**src/rtl/serial_adder_pkg.sv**
```systemverilog
// ---------------------------------------------------------------------------
// serial_adder_pkg
//   Shared definitions for the bit-serial add/subtract unit:
//   - state_t   : FSM state encoding (IDLE, RUN, DONE)
//   - cnt_w_f() : bit-counter width derived from the operand width
// ---------------------------------------------------------------------------
package serial_adder_pkg;

  typedef enum logic [1:0] {
    ST_IDLE = 2'd0,
    ST_RUN  = 2'd1,
    ST_DONE = 2'd2
  } state_t;

  // A counter needs at least one bit even when WIDTH=1.
  function automatic int cnt_w_f(input int width);
    return ($clog2(width) > 0) ? $clog2(width) : 1;
  endfunction

endpackage

```
**src/rtl/full_adder.sv**
```systemverilog
// ---------------------------------------------------------------------------
// full_adder
//   Single-bit full adder used as the shared datapath slice.
//   Ports:
//     a, b, cin : operand bits and carry-in
//     sum       : a ^ b ^ cin
//     cout      : majority(a, b, cin)
// ---------------------------------------------------------------------------
module full_adder (
  input  logic a,
  input  logic b,
  input  logic cin,
  output logic sum,
  output logic cout
);

  assign sum  = a ^ b ^ cin;
  assign cout = (a & b) | (a & cin) | (b & cin);

endmodule

```
**src/rtl/serial_adder.sv**
```systemverilog
// ---------------------------------------------------------------------------
// serial_adder
//   Bit-serial add/subtract unit. One full adder processes one operand bit
//   per cycle, LSB first. An operation takes WIDTH RUN cycles followed by a
//   single DONE cycle in which done pulses and the result is valid.
//   Ports:
//     clk       rising-edge clock
//     rst       asynchronous active-high reset
//     start     request, accepted in IDLE or DONE
//     a, b      operands (WIDTH bits), captured on accepted start
//     cin       carry-in (add) / borrow-in (sub), captured on accepted start
//     sub       0: a+b+cin, 1: a-b-cin, captured on accepted start
//     busy      high during the WIDTH RUN cycles
//     done      one-cycle pulse, result valid
//     sum       result, held until the next completion
//     cout      add: carry-out; sub: 1 = no borrow, 0 = borrow
//     overflow  signed two's-complement overflow of the result
// ---------------------------------------------------------------------------
module serial_adder
  import serial_adder_pkg::*;
#(
  parameter int WIDTH = 8,
  parameter int CNT_W = cnt_w_f(WIDTH)
) (
  input  logic             clk,
  input  logic             rst,
  input  logic             start,
  input  logic [WIDTH-1:0] a,
  input  logic [WIDTH-1:0] b,
  input  logic             cin,
  input  logic             sub,
  output logic             busy,
  output logic             done,
  output logic [WIDTH-1:0] sum,
  output logic             cout,
  output logic             overflow
);

  localparam logic [CNT_W-1:0] LAST_CNT = CNT_W'(WIDTH - 1);

  state_t             r_state;
  state_t             w_state_nxt;
  logic               w_load;
  logic               w_last;

  logic [WIDTH-1:0]   r_a_sr;
  logic [WIDTH-1:0]   r_b_sr;
  logic [WIDTH-1:0]   r_res_sr;
  logic [CNT_W-1:0]   r_cnt;
  logic               r_carry;

  logic [WIDTH-1:0]   r_sum;
  logic               r_cout;
  logic               r_ovf;

  logic               w_fa_s;
  logic               w_fa_c;
  logic [WIDTH:0]     w_res_cat;
  logic [WIDTH-1:0]   w_res_nxt;

  full_adder u_fa (
    .a    (r_a_sr[0]),
    .b    (r_b_sr[0]),
    .cin  (r_carry),
    .sum  (w_fa_s),
    .cout (w_fa_c)
  );

  // New sum bit enters at the MSB; written this way so WIDTH=1 needs no
  // special-cased slice.
  assign w_res_cat = {w_fa_s, r_res_sr};
  assign w_res_nxt = w_res_cat[WIDTH:1];

  always_ff @(posedge clk or posedge rst) begin
    if (rst) begin
      r_state <= ST_IDLE;
    end else begin
      r_state <= w_state_nxt;
    end
  end

  always_comb begin
    w_state_nxt = r_state;
    w_load      = 1'b0;
    w_last      = 1'b0;
    case (r_state)
      ST_IDLE: begin
        if (start) begin
          w_load      = 1'b1;
          w_state_nxt = ST_RUN;
        end
      end
      ST_RUN: begin
        if (r_cnt == LAST_CNT) begin
          w_last      = 1'b1;
          w_state_nxt = ST_DONE;
        end
      end
      ST_DONE: begin
        // A start here chains straight into the next operation.
        if (start) begin
          w_load      = 1'b1;
          w_state_nxt = ST_RUN;
        end else begin
          w_state_nxt = ST_IDLE;
        end
      end
      default: w_state_nxt = ST_IDLE;
    endcase
  end

  // Subtraction is a + ~b + ~cin: inverting the borrow-in makes the adder
  // carry-in 1 for a plain a-b, and the final carry reads as "no borrow".
  always_ff @(posedge clk or posedge rst) begin
    if (rst) begin
      r_a_sr   <= '0;
      r_b_sr   <= '0;
      r_res_sr <= '0;
      r_cnt    <= '0;
      r_carry  <= 1'b0;
      r_sum    <= '0;
      r_cout   <= 1'b0;
      r_ovf    <= 1'b0;
    end else if (w_load) begin
      r_a_sr   <= a;
      r_b_sr   <= sub ? ~b : b;
      r_res_sr <= '0;
      r_cnt    <= '0;
      r_carry  <= sub ? ~cin : cin;
    end else if (r_state == ST_RUN) begin
      r_a_sr   <= r_a_sr >> 1;
      r_b_sr   <= r_b_sr >> 1;
      r_res_sr <= w_res_nxt;
      r_carry  <= w_fa_c;
      r_cnt    <= r_cnt + CNT_W'(1);
      if (w_last) begin
        // Result registers are written on the edge entering DONE so they
        // are already valid while done is high. r_carry is still the
        // carry into the MSB here, so XOR with the carry out of it gives
        // signed overflow.
        r_sum  <= w_res_nxt;
        r_cout <= w_fa_c;
        r_ovf  <= w_fa_c ^ r_carry;
      end
    end
  end

  assign busy     = (r_state == ST_RUN);
  assign done     = (r_state == ST_DONE);
  assign sum      = r_sum;
  assign cout     = r_cout;
  assign overflow = r_ovf;

endmodule

```
**config.mk**
```make
export PLATFORM = sky130hd
export DESIGN_NAME = serial_adder
export DESIGN_NICKNAME = d
export VERILOG_FILES = /design/src/rtl/serial_adder_pkg.sv /design/src/rtl/full_adder.sv /design/src/rtl/serial_adder.sv
export SDC_FILE = /design/constraint.sdc
export NUM_CORES = 1
export LEC_CHECK = 0
export BUFFER_PORTS_ARGS = -buffer_cell sky130_fd_sc_hd__buf_2
export CAP_MARGIN = 0
export CORE_ASPECT_RATIO = 1.1
export CORE_MARGIN = 10
export CORE_UTILIZATION = 45
export DETAILED_ROUTE_END_ITERATION = 16
export GPL_ROUTABILITY_DRIVEN = 0
export PLACE_DENSITY = 0.7
export SLEW_MARGIN = 30
export SYNTH_ARGS = -nofsm -noshare
export SYNTH_HDL_FRONTEND = slang
export SYNTH_SLANG_ARGS = --single-unit
```
**constraint.sdc**
```tcl
create_clock -name clk -period 1.5 [get_ports clk]
set_input_delay 0.3 -clock clk [delete_from_list [all_inputs] [get_ports clk]]
set_output_delay 0.3 -clock clk [all_outputs]
set_load 0.03 [all_outputs]
```
-- Word-level counts from Yosys, hierarchy flattened
Index checks and enable logic that the tools add are counted.
- flip-flop bits (word level): 40
- bits of input ports: 21
- output and inout port bits: 12
- logic and storage cells: 51
- add/subtract/negate cells: 1
- equal/unequal tests: 5
- muxes and demuxes: 20
- bitwise logic cells: 11
- reductions and logical operators: 5
- operators by type and width (operator ; number):
    $mux W8 ; 7
    $mux W1 ; 8
    $not A8 Y8 ; 1
    $mux W3 ; 2
    $pmux W2 S3 ; 1
    $mux W2 ; 2
    $add A3 B1 Y3 const B ; 1
    $and A1 B1 Y1 ; 3
    $eq A3 B3 Y1 const B ; 1
    $reduce_and A3 Y1 ; 1
    $xor A1 B1 Y1 ; 3
    $eq A2 B1 Y1 const B ; 1
    $eq A2 B2 Y1 const B ; 1
    $logic_not A2 Y1 ; 1
    $ne A2 B1 Y1 const B ; 1
    $ne A2 B2 Y1 const B ; 1
    $not A1 Y1 ; 2
    $or A1 B1 Y1 ; 2
    $reduce_and A2 Y1 ; 1
    $reduce_bool A2 Y1 ; 1
    $reduce_or A2 Y1 ; 1

-- Logic depth before layout (Yosys ltp)
- word-level depth: 5
- depth in mapped cells: 6

-- Hierarchy
A second synthesis with hierarchy kept.
- cell total of the unflattened synthesis: 131
- area, all modules: 1737.9 um2
- modules (own cells, without submodules) (module ; instances ; cells each ; area an instance (um2) ; seq. area each (um2)):
    serial_adder ; 1 ; 130 ; 1717.9 ; 975.9
    full_adder ; 1 ; 1 ; 20.0 ; 0.0

-- Worst setup path before layout
No wires, ideal clock.
- path kind: reg2reg
- from: reg r_cnt[0]
- to: reg r_cout, in the netlist cout
- arrival time: 1401 ps
- required time: 1375 ps
- slack: -26 ps
- cell stages (with the launch flop): 6
- buffers on the path: 1
- clock period less this slack: 1526 ps
- cells stage by stage: dfrtp_1 > ha_1 > ha_1 > nand3b_1 > buf_2 > mux2_2
- word-level cells in the longest chain between the ends: 4
- RTL lines (element ; RTL line ; text):
    from (decl) ; serial_adder.sv:49 ; logic [CNT_W-1:0] r_cnt;
    from (signal assigned) ; serial_adder.sv:135 ; r_cnt <= r_cnt + CNT_W'(1);
    $eq A3 B3 Y1 ; serial_adder.sv:94 ; if (r_cnt == LAST_CNT) begin
    $mux W1 ; serial_adder.sv:94 ;
    $mux W1 ; serial_adder.sv:86 ; case (r_state)
    $reduce_and A3 Y1 (no line) ; - ;
    to (signal assigned) ; serial_adder.sv:142 ; r_cout <= w_fa_c;
    to (decl) ; serial_adder.sv:53 ; logic r_cout;
No other way between the ends.
A chain may end at the register's enable or synchronous reset.

-- Worst setup path after layout
- from: reg r_cnt[0]
- to: reg r_sum[0], in the netlist sum[0]
- word-level cells in the longest chain between the ends: 4
- RTL lines (element ; RTL line ; text):
    $eq A3 B3 Y1 ; serial_adder.sv:94 ;
    $mux W1 ; serial_adder.sv:94 ;
    $mux W1 ; serial_adder.sv:86 ;
    $reduce_and A3 Y1 (no line) ; - ;
    to (signal assigned) ; serial_adder.sv:141 ; r_sum <= w_res_nxt;
    to (decl) ; serial_adder.sv:52 ; logic [WIDTH-1:0] r_sum;
No other way between the ends.

==> impl.org <==
** Synthesis
- In the synthesized netlist the async set-or-reset flop fraction comes to 100.0%.
- Top FF cell, synth :: sky130_fd_sc_hd__dfrtp_1
- The number of different library cells used by synthesis comes to 23.
- Cell types with the highest counts after synthesis :: 39 x sky130_fd_sc_hd__dfrtp_1, 18 x sky130_fd_sc_hd__a22o_1, 10 x sky130_fd_sc_hd__mux2_2, 9 x sky130_fd_sc_hd__nand2_1, 9 x sky130_fd_sc_hd__xor2_1
- Number of cells produced by synthesis :: 131
- Synthesized netlist net count :: 155
- Counting flops with a built-in enable in the synthesized netlist gives 0.
- By instance count, the leading cell after synthesis is sky130_fd_sc_hd__dfrtp_1.
- After synthesis the cells add up to 1738 um^2.
- Most area-consuming cells after synthesis :: sky130_fd_sc_hd__dfrtp_1 56%, sky130_fd_sc_hd__a22o_1 9.1%, sky130_fd_sc_hd__mux2_2 6.5%
- Warnings, synthesis :: 0
- Dominant cell type by area after synthesis :: sky130_fd_sc_hd__dfrtp_1
- Of the synthesized area, sequential elements account for 56.16%.
- Flip-flop and latch count after synthesis :: 39
- A synthesized cell averages 13.27 um^2.
- Top cell type's share of synthesized area :: 56.16%

** Routing
- Routed wire length :: 3323 um
- Post-route DRC :: 0
- Vias per cell :: 4.995
- Average wire per standard cell :: 14.97 um
- The count of nets left with antenna violations once routing finished came out at 0.
- Drt first pass iters :: 4
- After the first detailed-routing iteration, the DRC count stood at 52.
- The final route contains 1109 vias.

** STA
- Number of setup violations in the final report :: 9
- The final number of max-transition violations came to 0.
- Setup repair after global routing could not meet its margin everywhere.
- Setup total negative slack on the finished layout was measured at -0.03934 ns.
- Worst Skew :: 0.002524 ns
- Dividing the final minimum period by the clock period gives 100.9%.
- Slew @ Worst Pin :: 0.4803 ns
- Timing would allow up to 0.6610 GHz.
- The number of hold violations in the final report came to 0.
- Post-route minimum period :: 1.513 ns
- Final setup slack of the worst path :: -0.01277 ns
- Slew HR :: 67.98%

** Clocking
- Largest buffer count on any clock path :: 2
- CTS HTree Levels :: 2
- The number of clock buffers added by TritonCTS is 5.
- Clock tree synthesis selected as its root buffer the cell sky130_fd_sc_hd__clkbuf_8.
- TritonCTS clock tree :: built
- Clock network latency to the later pin of the worst-skew pair :: 0.29 ns
- Number of clock sinks :: 39
- Post-CTS clock slew at the launch and capture registers of the worst setup and hold paths :: 0.07 ns
- Quantity of hold-fixing buffers added after cts :: 0

** Min path
- Path category of the worst min-delay check :: in2async

** GRT
- Global routing consumed, over all layers together, 10.86% of the routing resources.
- Via count of the first global-routing pass :: 1246
- Largest net degree at the start of global routing :: 40
- The first global-routing pass estimated 5747 um of wire.
- Antenna violations before repair :: 0
- Total grt overflow :: 0

** Floorplan
- The die is 79.26 um wide.
- Vertical die dimension :: 85.18 um
- During I/O placement, the number of pins put on the boundary was 33.
- The die covers 6751 um^2.
- Once the floorplan was initialized, standard cells occupied 47.18% of the core.
- Floorplan core area :: 3684 um^2
- In this run the core area contains 23 standard-cell rows.

** Final layout
- Area added between synthesis and finish :: 21.74%
- Final cell area excluding filler cells :: 2116 um^2
- Filler cell count in the final layout :: 336
- Across the whole layout, storage elements account for 975.9 um^2.
- Area of combinational cells with multiple inputs :: 693.2 um^2
- In the final layout, the share of cells above drive strength 1 is 37.21%.
- Nets :: 195
- The number of antenna diodes in the final layout is 0.

** Power and ir drop
- Summed over all cells, the static leakage comes to 0.001110 uW.
- Largest voltage drop on the vdd net :: 1.039 mV
- Dividing total power by cell area gives a power density of 2185 nW/um^2.

** Place
- Timing analysis after detailed placement gives a worst setup slack of -0.01188 ns.
- Once placement finished, the instance area stood at 1968 um^2.
- In this run the tool buffered the top-level ports with 32 buffer cells.
- Detailed Place HPWL :: 2362 um

** Outcome
- Run status :: finished, violations left
- The final reports fail on setup timing.

** Setup path
- Slowest library cell on the worst path :: sky130_fd_sc_hd__dfrtp_1
- STA classifies the critical path startpoint as a flop.
- Data on the critical path arrives at its endpoint at 1.68 ns.
- Class of the most critical setup path :: reg2reg
- Kind of capture point of the worst setup path :: flop
- Of all nets on the critical path, the largest fanout is 12.
- Worst stage delay on the critical path :: 0.41 ns
- Data on the critical path is required at its endpoint by 1.67 ns.
- Series of cell instances along the critical path :: ha_2 > ha_4 > nand3b_1 > buf_12 > mux2_2

** Flow run
- The tool flagged a number of max-cap violations equal to 0.
[worst max-delay path: cells and delay by family (launching register included)]
family	cells	cell delay, ns
fa+ha+maj	2	0.38
buf+inv	1	0.15
flops	1	0.41
mux	1	0.34
simple gates	1	0.12
[per-layer routing]
metal / GRT usage [%] / vias to the layer above / routed length [um]
li1: - / 540 / -
met1: 11.10 / 536 / 1308
met2: 17.82 / 27 / 1693
met3: 5.274 / 6 / 248
met4: 5.873 / 0 / 73
met5: 0 / - / 0
[logic make-up (layout without fill, tap and decap cells)]
group	after synthesis	after routing	share of synthesized area, %
XOR/XNOR	10	10	5.040
buffers and inverters	12	53	5.255
multiplexers	18	18	11.09
AO/OA/AOI/OAI	35	35	15.12
AND/OR/NAND/NOR	14	14	4.752
flip-flops	39	39	56.16
adder cells (fa/ha/maj)	3	3	2.592
[power breakdown]
group          switching [uW]  internal (uW)
combinational            1040           1030
sequential                282           1510
clock                     340            419
total                    1670           2960
[area by class of cell]
cell class | count | share of cell area (%)
clock buffers | 8 | 4.731
well taps | 50 | 2.957
multi-input cells | 80 | 32.76
repair buffers | 42 | 12.89
flip-flops and latches | 39 | 46.13
inverters | 3 | 0.5322
[worst paths after layout]
path,from,end,slack (ns),cells after the start
min in group clk,a[7],r_a_sr[7]$_DFFE_PP0P_,0.24,2
worst max register to register,r_cnt[0]$_DFFE_PP0P_,sum[0]$_DFFE_PP0P_,-0.01,5
max in group asynchronous,rst,cout$_DFFE_PP0P_,1.04,3
worst max-delay path,r_cnt[0]$_DFFE_PP0P_,sum[0]$_DFFE_PP0P_,-0.01,5
worst min-delay path,rst,sum[7]$_DFFE_PP0P_,0.11,3
worst min register to register,r_a_sr[5]$_DFFE_PP0P_,r_a_sr[5]$_DFFE_PP0P_,0.48,1
[registers in the layout (all words and copies together), names as in the netlist]
| name | flops |
|---|---|
| r_a_sr | 8 |
| r_b_sr | 8 |
| sum | 8 |
| r_res_sr | 7 |
| r_cnt | 3 |
| r_state | 2 |
| cout | 1 |
| overflow | 1 |
| r_carry | 1 |
[layout by cell type, fill, tap and decap left out]
cell / instances
sky130_fd_sc_hd__buf_4: 8
sky130_fd_sc_hd__fa_1: 1
sky130_fd_sc_hd__o21ai_0: 1
sky130_fd_sc_hd__ha_2: 1
sky130_fd_sc_hd__buf_6: 2
sky130_fd_sc_hd__a22o_1: 18
sky130_fd_sc_hd__nor2_8: 1
sky130_fd_sc_hd__clkbuf_1: 1
sky130_fd_sc_hd__xor2_1: 9
sky130_fd_sc_hd__mux2_2: 10
sky130_fd_sc_hd__buf_12: 2
sky130_fd_sc_hd__mux2i_1: 8
sky130_fd_sc_hd__nor2b_1: 1
sky130_fd_sc_hd__o21ai_1: 8
sky130_fd_sc_hd__nand2_1: 9
sky130_fd_sc_hd__clkbuf_8: 7
sky130_fd_sc_hd__buf_2: 30
sky130_fd_sc_hd__ha_4: 1
sky130_fd_sc_hd__inv_1: 3
sky130_fd_sc_hd__nor2b_2: 1
sky130_fd_sc_hd__nor2b_4: 1
sky130_fd_sc_hd__nand3b_1: 1
sky130_fd_sc_hd__dfrtp_1: 39
sky130_fd_sc_hd__xnor2_1: 1
sky130_fd_sc_hd__a21o_1: 8
[stage by stage]
step                      total power, uW  cells  util (%)  hold WS (ns)
final                                4624    222     57.44        0.1138
after global routing                 4981    222     57.44        0.1698
after CTS                            4629    221     56.83        0.1311
after detailed placement             3775    212     53.43        0.4477
after global placement               3681    212     53.43        0.4273
after floorplan                      3318    131         -        0.4397
[timing repair]
| item | 4_1_cts | 5_1_grt |
|---|---|---|
| setup endpoints to repair | 10 | 11 |
| gates resized for setup | 5 | 4 |
| buffers inserted | 1 | 1 |
| pin swaps | 1 | 0 |
Power figures use the tool's default switching activity.
